`src/rtl/fetch_pkg.sv`:
```
// Shared types and constants for the instruction-fetch stage.
package fetch_pkg;

    localparam int          INSN_W   = 32;
    localparam logic [31:0] NOP_INSN = 32'h0000_0000;
    localparam logic [31:0] PC_INC   = 32'd4;

    typedef enum logic [1:0] {
        IDLE  = 2'd0,
        WAIT  = 2'd1,
        DRAIN = 2'd2
    } fetch_state_e;

    typedef struct packed {
        logic [INSN_W-1:0] ins;
        logic [INSN_W-1:0] pc_plus4;
    } fetch_entry_t;

endpackage

```
`src/rtl/fetch_buf.sv`:
```
// Two-entry FIFO of {instruction, pc+4} feeding IF/ID; head reads as all-zero (NOP) when empty.
module fetch_buf
    import fetch_pkg::*;
(
    input  logic         clk,
    input  logic         rst,
    input  logic         push,
    input  logic         pop,
    input  logic         flush,
    input  fetch_entry_t push_data,
    output fetch_entry_t head,
    output logic [1:0]   count
);

    fetch_entry_t slot0_q;
    fetch_entry_t slot1_q;
    logic [1:0]   count_q;
    logic         do_pop;

    assign do_pop = pop && (count_q != 2'd0);

    always_ff @(posedge clk or posedge rst) begin
        if (rst) begin
            slot0_q <= '0;
            slot1_q <= '0;
            count_q <= 2'd0;
        end else if (flush) begin
            count_q <= 2'd0;
        end else begin
            case ({push, do_pop})
                2'b10: begin
                    if (count_q == 2'd0) slot0_q <= push_data;
                    else                 slot1_q <= push_data;
                    count_q <= count_q + 2'd1;
                end
                2'b01: begin
                    slot0_q <= slot1_q;
                    count_q <= count_q - 2'd1;
                end
                2'b11: begin
                    // occupancy unchanged; the new word lands behind whatever survives the pop
                    if (count_q == 2'd2) begin
                        slot0_q <= slot1_q;
                        slot1_q <= push_data;
                    end else begin
                        slot0_q <= push_data;
                    end
                end
                default: ;
            endcase
        end
    end

    assign head  = (count_q != 2'd0) ? slot0_q : '0;
    assign count = count_q;

endmodule

```
`src/rtl/if_fetch_unit.sv`:
```
// Instruction-fetch stage: PC, imem req/ack FSM and IF/ID output queue.
// Optional statistics counters are enabled with the IF_FETCH_STATS_EN macro.
//
// state | meaning
// IDLE  | no request outstanding
// WAIT  | request outstanding, returned word will be queued
// DRAIN | request outstanding after a redirect, returned word is dropped
module if_fetch_unit
    import fetch_pkg::*;
#(
    parameter logic [31:0] RESET_PC  = 32'h0000_0000,
    parameter int          BUF_DEPTH = 2
) (
    input  logic        clk,
    input  logic        rst,
    input  logic        stall,
    input  logic        redirect_valid,
    input  logic [31:0] redirect_pc,
    output logic        imem_req,
    output logic [31:0] imem_addr,
    input  logic        imem_ack,
    input  logic [31:0] imem_rdata,
    output logic [31:0] ins_out,
    output logic [31:0] PCPlus4_out,
    output logic        ins_valid
`ifdef IF_FETCH_STATS_EN
    ,
    output logic [31:0] stat_fetched,
    output logic [31:0] stat_bubbles
`endif
);

    localparam logic [2:0] DEPTH = 3'(BUF_DEPTH);

    fetch_state_e state_q, state_d;
    logic [31:0]  pc_q, pc_d;
    logic [31:0]  kill_q, kill_d;
    logic         push;
    logic         pop;
    logic         slot_free;
    logic [1:0]   count;
    logic [2:0]   occ_next;
    fetch_entry_t push_data;
    fetch_entry_t head;
    logic         unused_redirect_lsbs;

    assign unused_redirect_lsbs = ^redirect_pc[1:0];

    assign push      = (state_q == WAIT) && imem_ack && !redirect_valid;
    assign pop       = ins_valid && !stall;
    assign occ_next  = {1'b0, count} + {2'b00, push} - {2'b00, pop};
    // a new request may only go out if its word is guaranteed a slot on arrival
    assign slot_free = (occ_next + 3'd1) <= DEPTH;
    assign push_data = {imem_rdata, pc_q + PC_INC};

    fetch_buf u_buf (
        .clk       (clk),
        .rst       (rst),
        .push      (push),
        .pop       (pop),
        .flush     (redirect_valid),
        .push_data (push_data),
        .head      (head),
        .count     (count)
    );

    always_ff @(posedge clk or posedge rst) begin
        if (rst) begin
            state_q <= IDLE;
            pc_q    <= RESET_PC;
            kill_q  <= RESET_PC;
        end else begin
            state_q <= state_d;
            pc_q    <= pc_d;
            kill_q  <= kill_d;
        end
    end

    always_comb begin
        state_d = state_q;
        pc_d    = pc_q;
        kill_d  = kill_q;
        if (redirect_valid) begin
            pc_d = {redirect_pc[31:2], 2'b00};
            case (state_q)
                WAIT: begin
                    if (imem_ack) begin
                        state_d = IDLE;
                    end else begin
                        state_d = DRAIN;
                        kill_d  = pc_q;
                    end
                end
                DRAIN:   state_d = imem_ack ? IDLE : DRAIN;
                default: state_d = IDLE;
            endcase
        end else begin
            case (state_q)
                WAIT: begin
                    if (imem_ack) begin
                        pc_d    = pc_q + PC_INC;
                        state_d = slot_free ? WAIT : IDLE;
                    end
                end
                DRAIN: begin
                    if (imem_ack) state_d = IDLE;
                end
                default: state_d = slot_free ? WAIT : IDLE;
            endcase
        end
    end

    assign imem_req    = (state_q != IDLE);
    assign imem_addr   = (state_q == DRAIN) ? kill_q : pc_q;
    assign ins_valid   = (count != 2'd0);
    assign ins_out     = head.ins;
    assign PCPlus4_out = head.pc_plus4;

`ifdef IF_FETCH_STATS_EN
    always_ff @(posedge clk or posedge rst) begin
        if (rst) begin
            stat_fetched <= '0;
            stat_bubbles <= '0;
        end else begin
            if (push)                stat_fetched <= stat_fetched + 32'd1;
            if (!ins_valid && !stall) stat_bubbles <= stat_bubbles + 32'd1;
        end
    end
`endif

endmodule
```
`config.mk`:
```
export PLATFORM = sky130hd
export DESIGN_NAME = if_fetch_unit
export DESIGN_NICKNAME = d
export VERILOG_FILES = /design/src/rtl/fetch_pkg.sv /design/src/rtl/fetch_buf.sv /design/src/rtl/if_fetch_unit.sv
export SDC_FILE = /design/constraint.sdc
export NUM_CORES = 1
export LEC_CHECK = 0
export ABC_AREA = 0
export CORE_MARGIN = 2
export CORE_UTILIZATION = 50
export DETAILED_ROUTE_END_ITERATION = 6
export PLACE_DENSITY = 0.72
export SYNTH_ARGS = -nofsm -noshare
export SYNTH_HDL_FRONTEND = slang
export SYNTH_SLANG_ARGS = --single-unit
```
`constraint.sdc`:
```
create_clock -name clk -period 7.85 [get_ports clk]
set_clock_uncertainty 0.2 [all_clocks]
set_input_delay 1.57 -clock clk [delete_from_list [all_inputs] [get_ports clk]]
set_output_delay 1.57 -clock clk [all_outputs]
set_load 0.05 [all_outputs]
```
### Word level (Yosys, flattened, before mapping)

Cells that the tools add are included.

* muxes and demuxes: 20
* reduce and logical (&&, ||, !) cells: 20
* $add $sub $neg: 6
* $lt $le $gt $ge: 1
* equality and inequality tests: 11
* bitwise logic cells: 2

Operators by type and width (number)
* 64-bit two-way mux: 5
* 64-bit one-hot mux with 3 select lines: 1
* 32-bit two-way mux: 4
* 64-bit one-hot mux with 2 select lines: 1
* 32-bit by 3-bit adder with 32-bit output (second input constant): 1
* 2-bit two-way mux: 6
* 2-bit nonzero test: 5
* 2-bit equality test (second input constant): 4
* 2-bit one-hot mux with 2 select lines: 2
* 3-bit != test (second input constant): 2
* 3-bit AND reduction: 2
* 3-bit nonzero test: 2
* 2-bit by 1-bit equality test with 1-bit output (second input constant): 2
* 1-bit logical AND: 4
* 2-bit by 1-bit != test with 1-bit output (second input constant): 2
* 2-bit AND reduction: 2
* 4-bit AND reduction: 1
* 2-bit by 1-bit adder with 3-bit output: 1
* 3-bit by 1-bit adder with 3-bit output (second input constant): 1
* 3-bit by 2-bit less-or-equal comparator with 1-bit output (second input constant): 1
* 3-bit by 1-bit subtractor with 3-bit output: 1
* 2-bit by 1-bit adder with 2-bit output (second input constant): 1
* 1-bit logical NOT: 2
* 2-bit logical NOT: 1
* 5 further kinds: 6

* input port bits: 69
* output and inout port bits: 98
* flip-flop bits (word level): 196

### Depth between registers and ports, before layout

Gate-level depths: netlist of run 1.

* word-level depth: 11
* mapped depth: 12

### Hierarchy

From an unflattened synthesis of run 1, not the netlist that was laid out.

* cell total of the unflattened synthesis: 1036
* area, all modules: 10642.7 um^2

By module, submodules not included
* fetch_buf: times used 1, area an instance 6623.9 um^2, sequential area each 3253.1 um^2, cells an instance 607
* if_fetch_unit: times used 1, area an instance 4018.9 um^2, sequential area each 1551.5 um^2, cells an instance 429

### Least setup slack after synthesis of run 1

Ideal clock, no wire load.

* kind: reg2out
* start: reg state_q[0]
* end: out imem_addr[18]
* required time: 6.080 ns
* buffers on the path: 2
* cell stages (with the launch flop): 6
* setup slack: 4.016 ns
* arrival: 2.064 ns
* cell sequence: dfrtp_1 -> inv_1 -> ha_1 -> clkbuf_1 -> clkbuf_1 -> o21ai_0

* cells in the longest elaborated chain, start to end: 2

Ends and longest elaborated chain
* start, declared: RTL line if_fetch_unit.sv:35 `fetch_state_e state_q, state_d;`
* start signal, assigned: RTL line if_fetch_unit.sv:73 `state_q <= state_d;`
* 2-bit equality test: RTL line if_fetch_unit.sv:114 `assign imem_addr = (state_q == DRAIN) ? kill_q : pc_q;`
* 32-bit two-way mux: RTL line if_fetch_unit.sv:114
* end, declared: RTL line if_fetch_unit.sv:20 `output logic [31:0] imem_addr,`

Every way passes these cells.

### Worst setup path in the final report of run 1

* start: reg u_buf.count_q[1], in the netlist u_buf.count[1]
* end: out PCPlus4_out[25]

* cells in the longest elaborated chain, start to end: 2

Ends and longest elaborated chain
* start, declared: RTL line fetch_buf.sv:17 `logic [1:0] count_q;`
* start signal, assigned: RTL line fetch_buf.sv:34 `count_q <= count_q + 2'd1;`
* start signal, assigned: RTL line fetch_buf.sv:38 `count_q <= count_q - 2'd1;`
* 2-bit nonzero test: RTL line fetch_buf.sv:54 `assign head = (count_q != 2'd0) ? slot0_q : '0;`
* 64-bit two-way mux: RTL line fetch_buf.sv:54
* end, declared: RTL line if_fetch_unit.sv:24 `output logic [31:0] PCPlus4_out,`

Every way passes these cells.

==> impl_metrics.yaml, run 1 <==
run_status:
  status: "completed"
cts:
  clkTransAtPathRegs_ns: 0.07
  cts_setup_buffers: 0
  numCtsBuffers: 17
  cts_buffer_depth: 2
  post_cts_resized: 0
  clkLatencyLatePin_ns: 0.44
  root_buffer: "clkbuf_16"
  cts.sinks: 188
  cts_tree: "built"
  cts_hold_buf: 0
  htree_levels: 4
placement:
  place_ws_ns: 2.93
  dpl_cell_area_um2: 11200
  dp_hpwl_um: 14100
  dp_cells: 1300
  place_congestion: 0.825
  place.port_buffers: 160
die:
  pin_count: 167
  core_area_um2: 18800
  initial_core_util_pct: 51.0
  die_w_um: 142
  die_area_um2: 20300
  die_h_um: 142
  num_rows: 50
final_layout:
  nets: 1161
  fin_cells: 1332
  diodes: 0
  nFillCells: 1576
  design_area_um2: 11800
  finalCoreUtilization_pct: 62.6
  syn2layout_area_growth_pct: 22.8
  layout-drive-gt1-share_pct: 14.5
  regArea_um2: 4700
  multiInputGateArea_um2: 4450
timing:
  worst_slew_pin_slew_ns: 1.18
  final.min_clock_period_ns: 4.54
  timing.final.crit_share_pct: 57.9
  rsz0062_at_grt: "no"
  slew_viol_final: 0
  max_clock_freq_mhz: 220
  timing.hold.ws_ns: 0.275
  max_slew_margin_pct: 20.4
  timing.final.ws_setup_ns: 3.31
  finalSetupViolCount: 0
  finalHoldViolCount: 0
  finalSetupTns_ns: 0
setup_path:
  cp.arrival_ns: 2.77
  critPathKind: "flip-flop to output pin"
  slowest_delay_ns: 0.86
  worst-r2r-setup-slack_ns: 4.33
  end_kind: "output pin"
  crit_path_top_delay_cell: "clkdlybuf4s50_1"
  worstPathMaxFanout: 65
  reg2regPathDepth: 6
  critPathRequiredTime_ns: 6.08
  timing.rr.end: "u_buf.slot0_q[15]$_DFFE_PP0P_"
  cp-start-kind: "flip-flop"
  crit_path_cell_trace: "or2_2 > and2_1 > clkdlybuf4s50_1"
  timing.rr.start: "u_buf.count[0]$_DFFE_PP0P_"
detailed_routing:
  first_iter_violations: 400
  drt_wl_total_um: 22100
  post_drt_wl_per_cell_um: 16.6
  drc: 0
  vias: 7310
  first_pass_iters: 5
  drt-vias-per-instance: 5.49
  ant_nets: 0
yosys:
  yosysTopAreaCellShare_pct: 49.2
  postSynthCellCount: 982
  synth-edff-count: 0
  seq_area_frac_synth_pct: 49.2
  synth.area.top_cells: "dfrtp_1, mux2_2, nand2_1"
  synth_warnings: 0
  synth_flop_cell: "dfrtp_1"
  syn-mean-instance-area_um2: 9.74
  syn_area_um2: 9570
  ys_seq_elements: 188
  async_reset_ff_share_pct: 100
  yosys.cell_types.count: 58
  synth.largest_area_cell: "dfrtp_1"
global_routing:
  grt_util_met1_pct: 33.3
  grt_usage_pct: 22.8
  grt_max_degree: 85
  met2_usage_pct: 35.0
  grt_pass1_vias: 6966
  met3_usage_pct: 4.17
  gr-total-overflow: 0
  grt_pass1_wl_um: 36400
  top_usage_layer: "met2"
  antenna_found_initial: 1
hold_path:
  min_path_type: "flip-flop to flip-flop"
  min-delay-start: "u_buf.slot0_q[7]$_DFFE_PP0P_"
  hold_depth: 2
  hold_end: "u_buf.slot0_q[7]$_DFFE_PP0P_"
power_and_ir_drop:
  leakage_nw: 4.89
  peakVddDrop_uv: 172
  powerDensity_nw_per_um2: 342
  finalPower_mw: 4.01
run:
  max_cap_viol_count: 0
sequential cells by signal, summed over array words and instances (netlist names):
| signal | cells |
|---|---|
| kill_q | 30 |
| pc_q | 30 |
| state_q | 2 |
| u_buf.count | 2 |
| u_buf.slot0_q | 62 |
| u_buf.slot1_q | 62 |
final cells by class:
class / count / area share [%]
flip-flops and latches: 188 / 40.0
multi-input cells: 698 / 37.9
repair buffers: 168 / 14.1
clock buffers: 22 / 4.12
well taps: 234 / 2.49
clock inverters: 10 / 0.958
inverters: 12 / 0.426
worst max path at each step:
| stage | start | slack, ns | endpoint |
|---|---|---|---|
| after floorplan | rst | 0.97 | kill_q[10]$_DFFE_PP0P_ |
| after global placement | imem_ack | 2.96 | u_buf.slot0_q[14]$_DFFE_PP0P_ |
| after detailed placement | imem_ack | 2.93 | u_buf.slot0_q[15]$_DFFE_PP0P_ |
| after CTS | u_buf.count[1]$_DFFE_PP0P_ | 3.25 | PCPlus4_out[28] |
| after global routing | u_buf.count[1]$_DFFE_PP0P_ | 3.11 | PCPlus4_out[28] |
| final | u_buf.count[1]$_DFFE_PP0P_ | 3.31 | PCPlus4_out[25] |
kinds of logic after synthesis:
logic type	after synthesis	share of synthesized area, %
multiplexers	95	11.2
XOR/XNOR	55	5.03
AO/OA/AOI/OAI	156	9.45
flip-flops	188	49.2
adder cells (fa/ha/maj)	7	0.994
buffers and inverters	99	4.62
AND/OR/NAND/NOR	381	19.5
other	1	0.0392
Yosys cell counts (all sizes together) (2+ instances only):
cell      n
o31a      2
nand3b    2
mux2     94
ha        6
a31oi    35
o31ai     2
o22ai     9
nor3      9
buf      42
o211ai    3
clkbuf   45
nand3    27
or4       2
and3      2
xor2     35
a21oi    36
nand2   145
nor2     93
and2     65
nand4    15
nor4     11
a311oi    2
dfrtp   188
xnor2    20
inv      11
or3       4
o21a      2
or2       2
o21ai    59
layer usage:
layer,wire (µm),part of all wire (%)
met1,10500,48
met2,10000,45
met3,1200,5.4
met4,307,1.4
met5,0,0
placed cells by master, fill, tap and decap left out, types with 12 or more instances in the layout:
cell type,synthesis,routed
clkdlybuf4s50_1,0,159
nand2_1,145,144
nor2_1,93,93
xnor2_1,20,20
a31oi_1,35,35
a21oi_1,36,36
nand3_1,25,25
xor2_1,35,35
mux2_2,94,94
o21ai_0,55,55
clkbuf_16,0,17
and2_1,65,64
nand4_1,12,12
dfrtp_1,188,188
power breakdown:
part | switching, mW | internal [mW]
Clock | 0.371 | 0.503
Combinational | 0.926 | 0.621
Sequential | 0.222 | 1.37
worst max-delay path: cells and delay by family (launching register included):
family | cells | cell delay [ns]
simple gates | 2 | 1.07
buf+inv | 1 | 0.86
flops | 1 | 0.40
No activity file was read; power rests on OpenSTA's default activity.
==> run 2, diff against run 1 <==
==> constraint.sdc (replaced) <==
create_clock -name clk -period 4.6 [get_ports clk]
set_clock_uncertainty 0.2 [all_clocks]
set_input_delay 0.92 -clock clk [delete_from_list [all_inputs] [get_ports clk]]
set_output_delay 0.92 -clock clk [all_outputs]
set_load 0.05 [all_outputs]
==> impl_metrics.yaml, run 2 (synthesized netlist as in run 1, its figures left out) <==
setup_path:
  timing.rr.end: "state_q[0]$_DFFE_PP0P_"
  timing.rr.start: "state_q[1]$_DFFE_PP0P_"
  worst-r2r-setup-slack_ns: 1.74
  worstPathMaxFanout: 30
  reg2regPathDepth: 9
  cp.arrival_ns: 2.69
  critPathRequiredTime_ns: 3.48
  critPathKind: "flip-flop to output pin"
  cp-start-kind: "flip-flop"
  end_kind: "output pin"
timing:
  finalSetupTns_ns: 0
  slew_viol_final: 0
  max_slew_margin_pct: 23.7
  worst_slew_pin_slew_ns: 1.14
  finalHoldViolCount: 0
  final.min_clock_period_ns: 3.81
  finalSetupViolCount: 0
  max_clock_freq_mhz: 263
  timing.final.crit_share_pct: 82.8
  rsz0062_at_grt: "no"
final_layout:
  syn2layout_area_growth_pct: 24.4
  nets: 1171
  fin_cells: 1340
  mostFrequentLayoutCells: "dfrtp_1, clkdlybuf4s50_1, nand2_1"
  final_common_cell: "dfrtp_1"
  layout-drive-gt1-share_pct: 15.2
  diodes: 0
  top_regs: "u_buf.slot0_q (62), u_buf.slot1_q (62)"
  finalCoreUtilization_pct: 63.4
cts:
  root_buffer: "clkbuf_16"
  post_cts_resized: 0
  htree_levels: 4
  numCtsBuffers: 17
  clkTransAtPathRegs_ns: 0.07
  cts_buffer_depth: 2
  cts_setup_buffers: 0
  cts_tree: "built"
  cts.sinks: 188
  cts_hold_buf: 0
  clkLatencyLatePin_ns: 0.43
hold_path:
  hold_end: "u_buf.slot0_q[5]$_DFFE_PP0P_"
  min_path_type: "flip-flop to flip-flop"
  hold_depth: 2
  min-delay-start: "u_buf.slot0_q[5]$_DFFE_PP0P_"
detailed_routing:
  first_iter_violations: 368
  vias: 7351
  first_pass_iters: 5
  drc: 0
  ant_nets: 0
  drt-vias-per-instance: 5.49
  drt_wl_total_um: 22400
  post_drt_wl_per_cell_um: 16.7
die:
  core_area_um2: 18800
  die_w_um: 142
  pin_count: 167
  initial_core_util_pct: 51.0
  die_h_um: 142
  num_rows: 50
  die_area_um2: 20300
placement:
  place_congestion: 0.816
  dp_cells: 1310
  dp_hpwl_um: 15000
  place.port_buffers: 160
global_routing:
  antenna_found_initial: 0
  grt_max_degree: 90
  grt_pass1_wl_um: 36800
  grt_usage_pct: 23.0
  grt_pass1_vias: 7306
  gr-total-overflow: 0
run:
  max_cap_viol_count: 0
run_status:
  status: "completed"
power_and_ir_drop:
  leakage_nw: 4.97
  peakVddDrop_uv: 335
  powerDensity_nw_per_um2: 586
==> run 2: changes by cell type in the layout (fill, tap and decap cells not counted), sizes merged <==
cell	before	now
buf	9	19
bufinv	2	5
clkbuf	22	18
clkinv	7	6
==> run 2: worst max path at each step <==
stage	slack, ns	end	from
floorplan	1.06	kill_q[10]$_DFFE_PP0P_	rst
global placement	0.99	state_q[0]$_DFFE_PP0P_	imem_ack
detailed placement	0.93	state_q[0]$_DFFE_PP0P_	imem_ack
CTS	0.75	PCPlus4_out[30]	u_buf.count[1]$_DFFE_PP0P_
global route	0.61	PCPlus4_out[30]	u_buf.count[1]$_DFFE_PP0P_
finish	0.79	PCPlus4_out[30]	u_buf.count[1]$_DFFE_PP0P_
==> run 2: power breakdown <==
| part | total [mW] | leakage [nW] | internal, mW | switching [mW] |
|---|---|---|---|---|
| Combinational | 2.67 | 2.36 | 1.08 | 1.59 |
| Clock | 1.59 | 0.312 | 0.972 | 0.615 |
| Sequential | 2.72 | 2.30 | 2.34 | 0.381 |
==> run 2: critical path: stages, from the launching register on <==
cell and delay [ns]:
dfrtp_1 0.42, or2_2 0.46, buf_4 0.36, and2_1 0.18, clkdlybuf4s50_1 0.85
==> run 2: cell type report <==
cell class / instances / area [µm²]
Fill cell: 1562 / 6870
Sequential cell: 188 / 4700
Multi-Input combinational cell: 698 / 4450
Timing Repair Buffer: 178 / 1770
Clock buffer: 18 / 439
Tap cell: 234 / 293
Clock inverter: 12 / 195
Inverter: 12 / 48.8
==> run 2: metrics by stage <==
stage | cell area [µm²] | hold slack (ns) | power [mW] | worst slack (ns)
after floorplan | 9580 | 0.241 | 4.62 | 1.06
after global placement | 11300 | 0.256 | 5.34 | 0.990
after detailed placement | 11300 | 0.263 | 5.43 | 0.926
after CTS | 11900 | 0.279 | 7.03 | 0.748
after global routing | 11900 | 0.308 | 7.41 | 0.609
final | 11900 | 0.273 | 6.98 | 0.792
==> run 2: layer usage <==
metal,up-vias,GRT usage (%),wire [µm]
met3,22,5.01,1220
met2,222,37.3,10600
met1,3565,31.8,10300
met5,-,0,0
met4,0,5.58,265
li1,3542,-,-
==> run 3, diff against run 2 <==
--- a/config.mk
+++ b/config.mk
@@ -7,9 +7,9 @@
 export LEC_CHECK = 0
 export ABC_AREA = 0
 export CORE_MARGIN = 2
-export CORE_UTILIZATION = 50
+export CORE_UTILIZATION = 48
 export DETAILED_ROUTE_END_ITERATION = 6
-export PLACE_DENSITY = 0.72
+export PLACE_DENSITY = 0.73
 export SYNTH_ARGS = -nofsm -noshare
 export SYNTH_HDL_FRONTEND = slang
 export SYNTH_SLANG_ARGS = --single-unit
==> constraint.sdc (replaced) <==
create_clock -name clk -period 3.5 [get_ports clk]
set_clock_uncertainty 0.2 [all_clocks]
set_input_delay 0.7 -clock clk [delete_from_list [all_inputs] [get_ports clk]]
set_output_delay 0.7 -clock clk [all_outputs]
set_load 0.05 [all_outputs]
==> impl_metrics.yaml, run 3 (synthesized netlist as in run 1, its figures left out) <==
global_routing:
  gr-total-overflow: 0
  antenna_found_initial: 2
  grt_pass1_vias: 7218
  grt_pass1_wl_um: 37900
  grt_usage_pct: 22.2
  grt_max_degree: 66
cts:
  htree_levels: 4
  root_buffer: "clkbuf_16"
  cts.sinks: 188
  post_cts_resized: 0
  numCtsBuffers: 17
  cts_tree: "built"
  clkLatencyLatePin_ns: 0.43
  cts_setup_buffers: 0
  cts_hold_buf: 0
  clkTransAtPathRegs_ns: 0.06
  cts_buffer_depth: 2
setup_path:
  crit_path_cell_trace: "or2_2 > buf_12 > and2_1 > clkdlybuf4s50_1"
  cp.arrival_ns: 2.28
  worstPathMaxFanout: 65
  timing.rr.start: "pc_q[2]$_DFFE_PP0P_"
  crit_path_top_delay_cell: "clkdlybuf4s50_1"
  slowest_delay_ns: 0.74
  end_kind: "output pin"
  critPathKind: "flip-flop to output pin"
  cp-start-kind: "flip-flop"
  critPathRequiredTime_ns: 2.60
  cp-startpoint: "u_buf.count[1]$_DFFE_PP0P_"
final_layout:
  finalCoreUtilization_pct: 62.8
  layout-drive-gt1-share_pct: 18.7
  nets: 1179
  regArea_um2: 4700
  multiInputGateArea_um2: 4450
  top_regs: "u_buf.slot0_q (62), u_buf.slot1_q (62)"
  diodes: 0
  final_common_cell: "dfrtp_1"
  syn2layout_area_growth_pct: 28.1
  nFillCells: 1644
  mostFrequentLayoutCells: "dfrtp_1, nand2_1, clkdlybuf4s50_1"
detailed_routing:
  ant_nets: 0
  drt-vias-per-instance: 5.30
  drc: 0
  first_iter_violations: 356
  first_pass_iters: 5
  vias: 7326
  post_drt_wl_per_cell_um: 16.5
  drt_wl_total_um: 22800
timing:
  timing.final.ws_setup_ns: 0.320
  rsz0062_at_grt: "no"
  slew_viol_final: 0
  max_clock_freq_mhz: 314
  max_slew_margin_pct: 49.5
  finalSetupViolCount: 0
  worst_slew_pin_slew_ns: 0.757
  timing.final.crit_share_pct: 90.9
  finalSetupTns_ns: 0
  finalHoldViolCount: 0
  final.min_clock_period_ns: 3.18
placement:
  dp_hpwl_um: 15600
  place.port_buffers: 160
  place_ws_ns: 0.379
  place_congestion: 0.845
die:
  pin_count: 167
  die_h_um: 145
  num_rows: 51
  core_area_um2: 19500
  die_area_um2: 21100
  initial_core_util_pct: 49.0
  die_w_um: 145
hold_path:
  min_path_type: "flip-flop to flip-flop"
  min-delay-start: "u_buf.slot0_q[2]$_DFFE_PP0P_"
power_and_ir_drop:
  finalPower_mw: 9.16
  powerDensity_nw_per_um2: 747
  leakage_nw: 5.15
  peakVddDrop_uv: 403
run_status:
  status: "completed"
run:
  max_cap_viol_count: 0
[run 3: stage by stage]
stage	cell area, µm²	hold slack (ns)	instances
2_1_floorplan	9580	0.241	985
3_3_place_gp	11700	0.258	1349
3_5_place_dp	11700	0.263	1349
4_1_cts	12300	0.278	1381
5_1_grt	12300	0.310	1381
6_report	12300	0.273	1381
[run 3: area by class of cell]
| cell class | instances | area share, % |
|---|---|---|
| clock buffer | 18 | 3.50 |
| clock inverter | 14 | 0.970 |
| inverter | 12 | 0.398 |
| multi-input combinational | 698 | 36.3 |
| sequential | 188 | 38.4 |
| tap | 265 | 2.71 |
| timing repair buffer | 186 | 17.7 |
[run 3: final timing paths]
| path | slack [ns] | cells past startpoint | to |
|---|---|---|---|
| worst max-delay path | 0.32 | 4 | PCPlus4_out[26] |
| worst min-delay path | 0.27 | 2 | u_buf.slot0_q[2]$_DFFE_PP0P_ |
| worst max register to register | 0.87 | 6 | u_buf.slot0_q[28]$_DFFE_PP0P_ |
| worst min register to register | 0.27 | 2 | u_buf.slot0_q[2]$_DFFE_PP0P_ |
| max in group asynchronous | 1.82 | 3 | u_buf.slot0_q[29]$_DFFE_PP0P_ |
| min in group asynchronous | 0.52 | 2 | u_buf.slot0_q[55]$_DFFE_PP0P_ |
[run 3: worst max-delay path, delay by kind of cell, from the launching register on]
family / cells / cell delay [ns]
and+or+nand+nor: 2 / 0.49
DFF: 1 / 0.42
buffers and inverters: 2 / 0.94
[run 3: report_power, final]
part	internal (mW)	total [mW]	switching, mW	leakage, nW
Combinational	1.61	3.75	2.14	2.57
Sequential	3.07	3.57	0.500	2.30
Clock	0.982	1.83	0.851	0.271
[run 3: layer usage]
| layer | part of all wire [%] | GRT usage [%] | routed length (µm) | up-vias |
|---|---|---|---|---|
| met5 | 0.031 | 0 | 7 | - |
| met4 | 1.1 | 5.54 | 261 | 2 |
| li1 | - | - | - | 3550 |
| met3 | 6.0 | 4.53 | 1370 | 24 |
| met1 | 47 | 31.8 | 10600 | 3505 |
| met2 | 46 | 34.8 | 10500 | 245 |
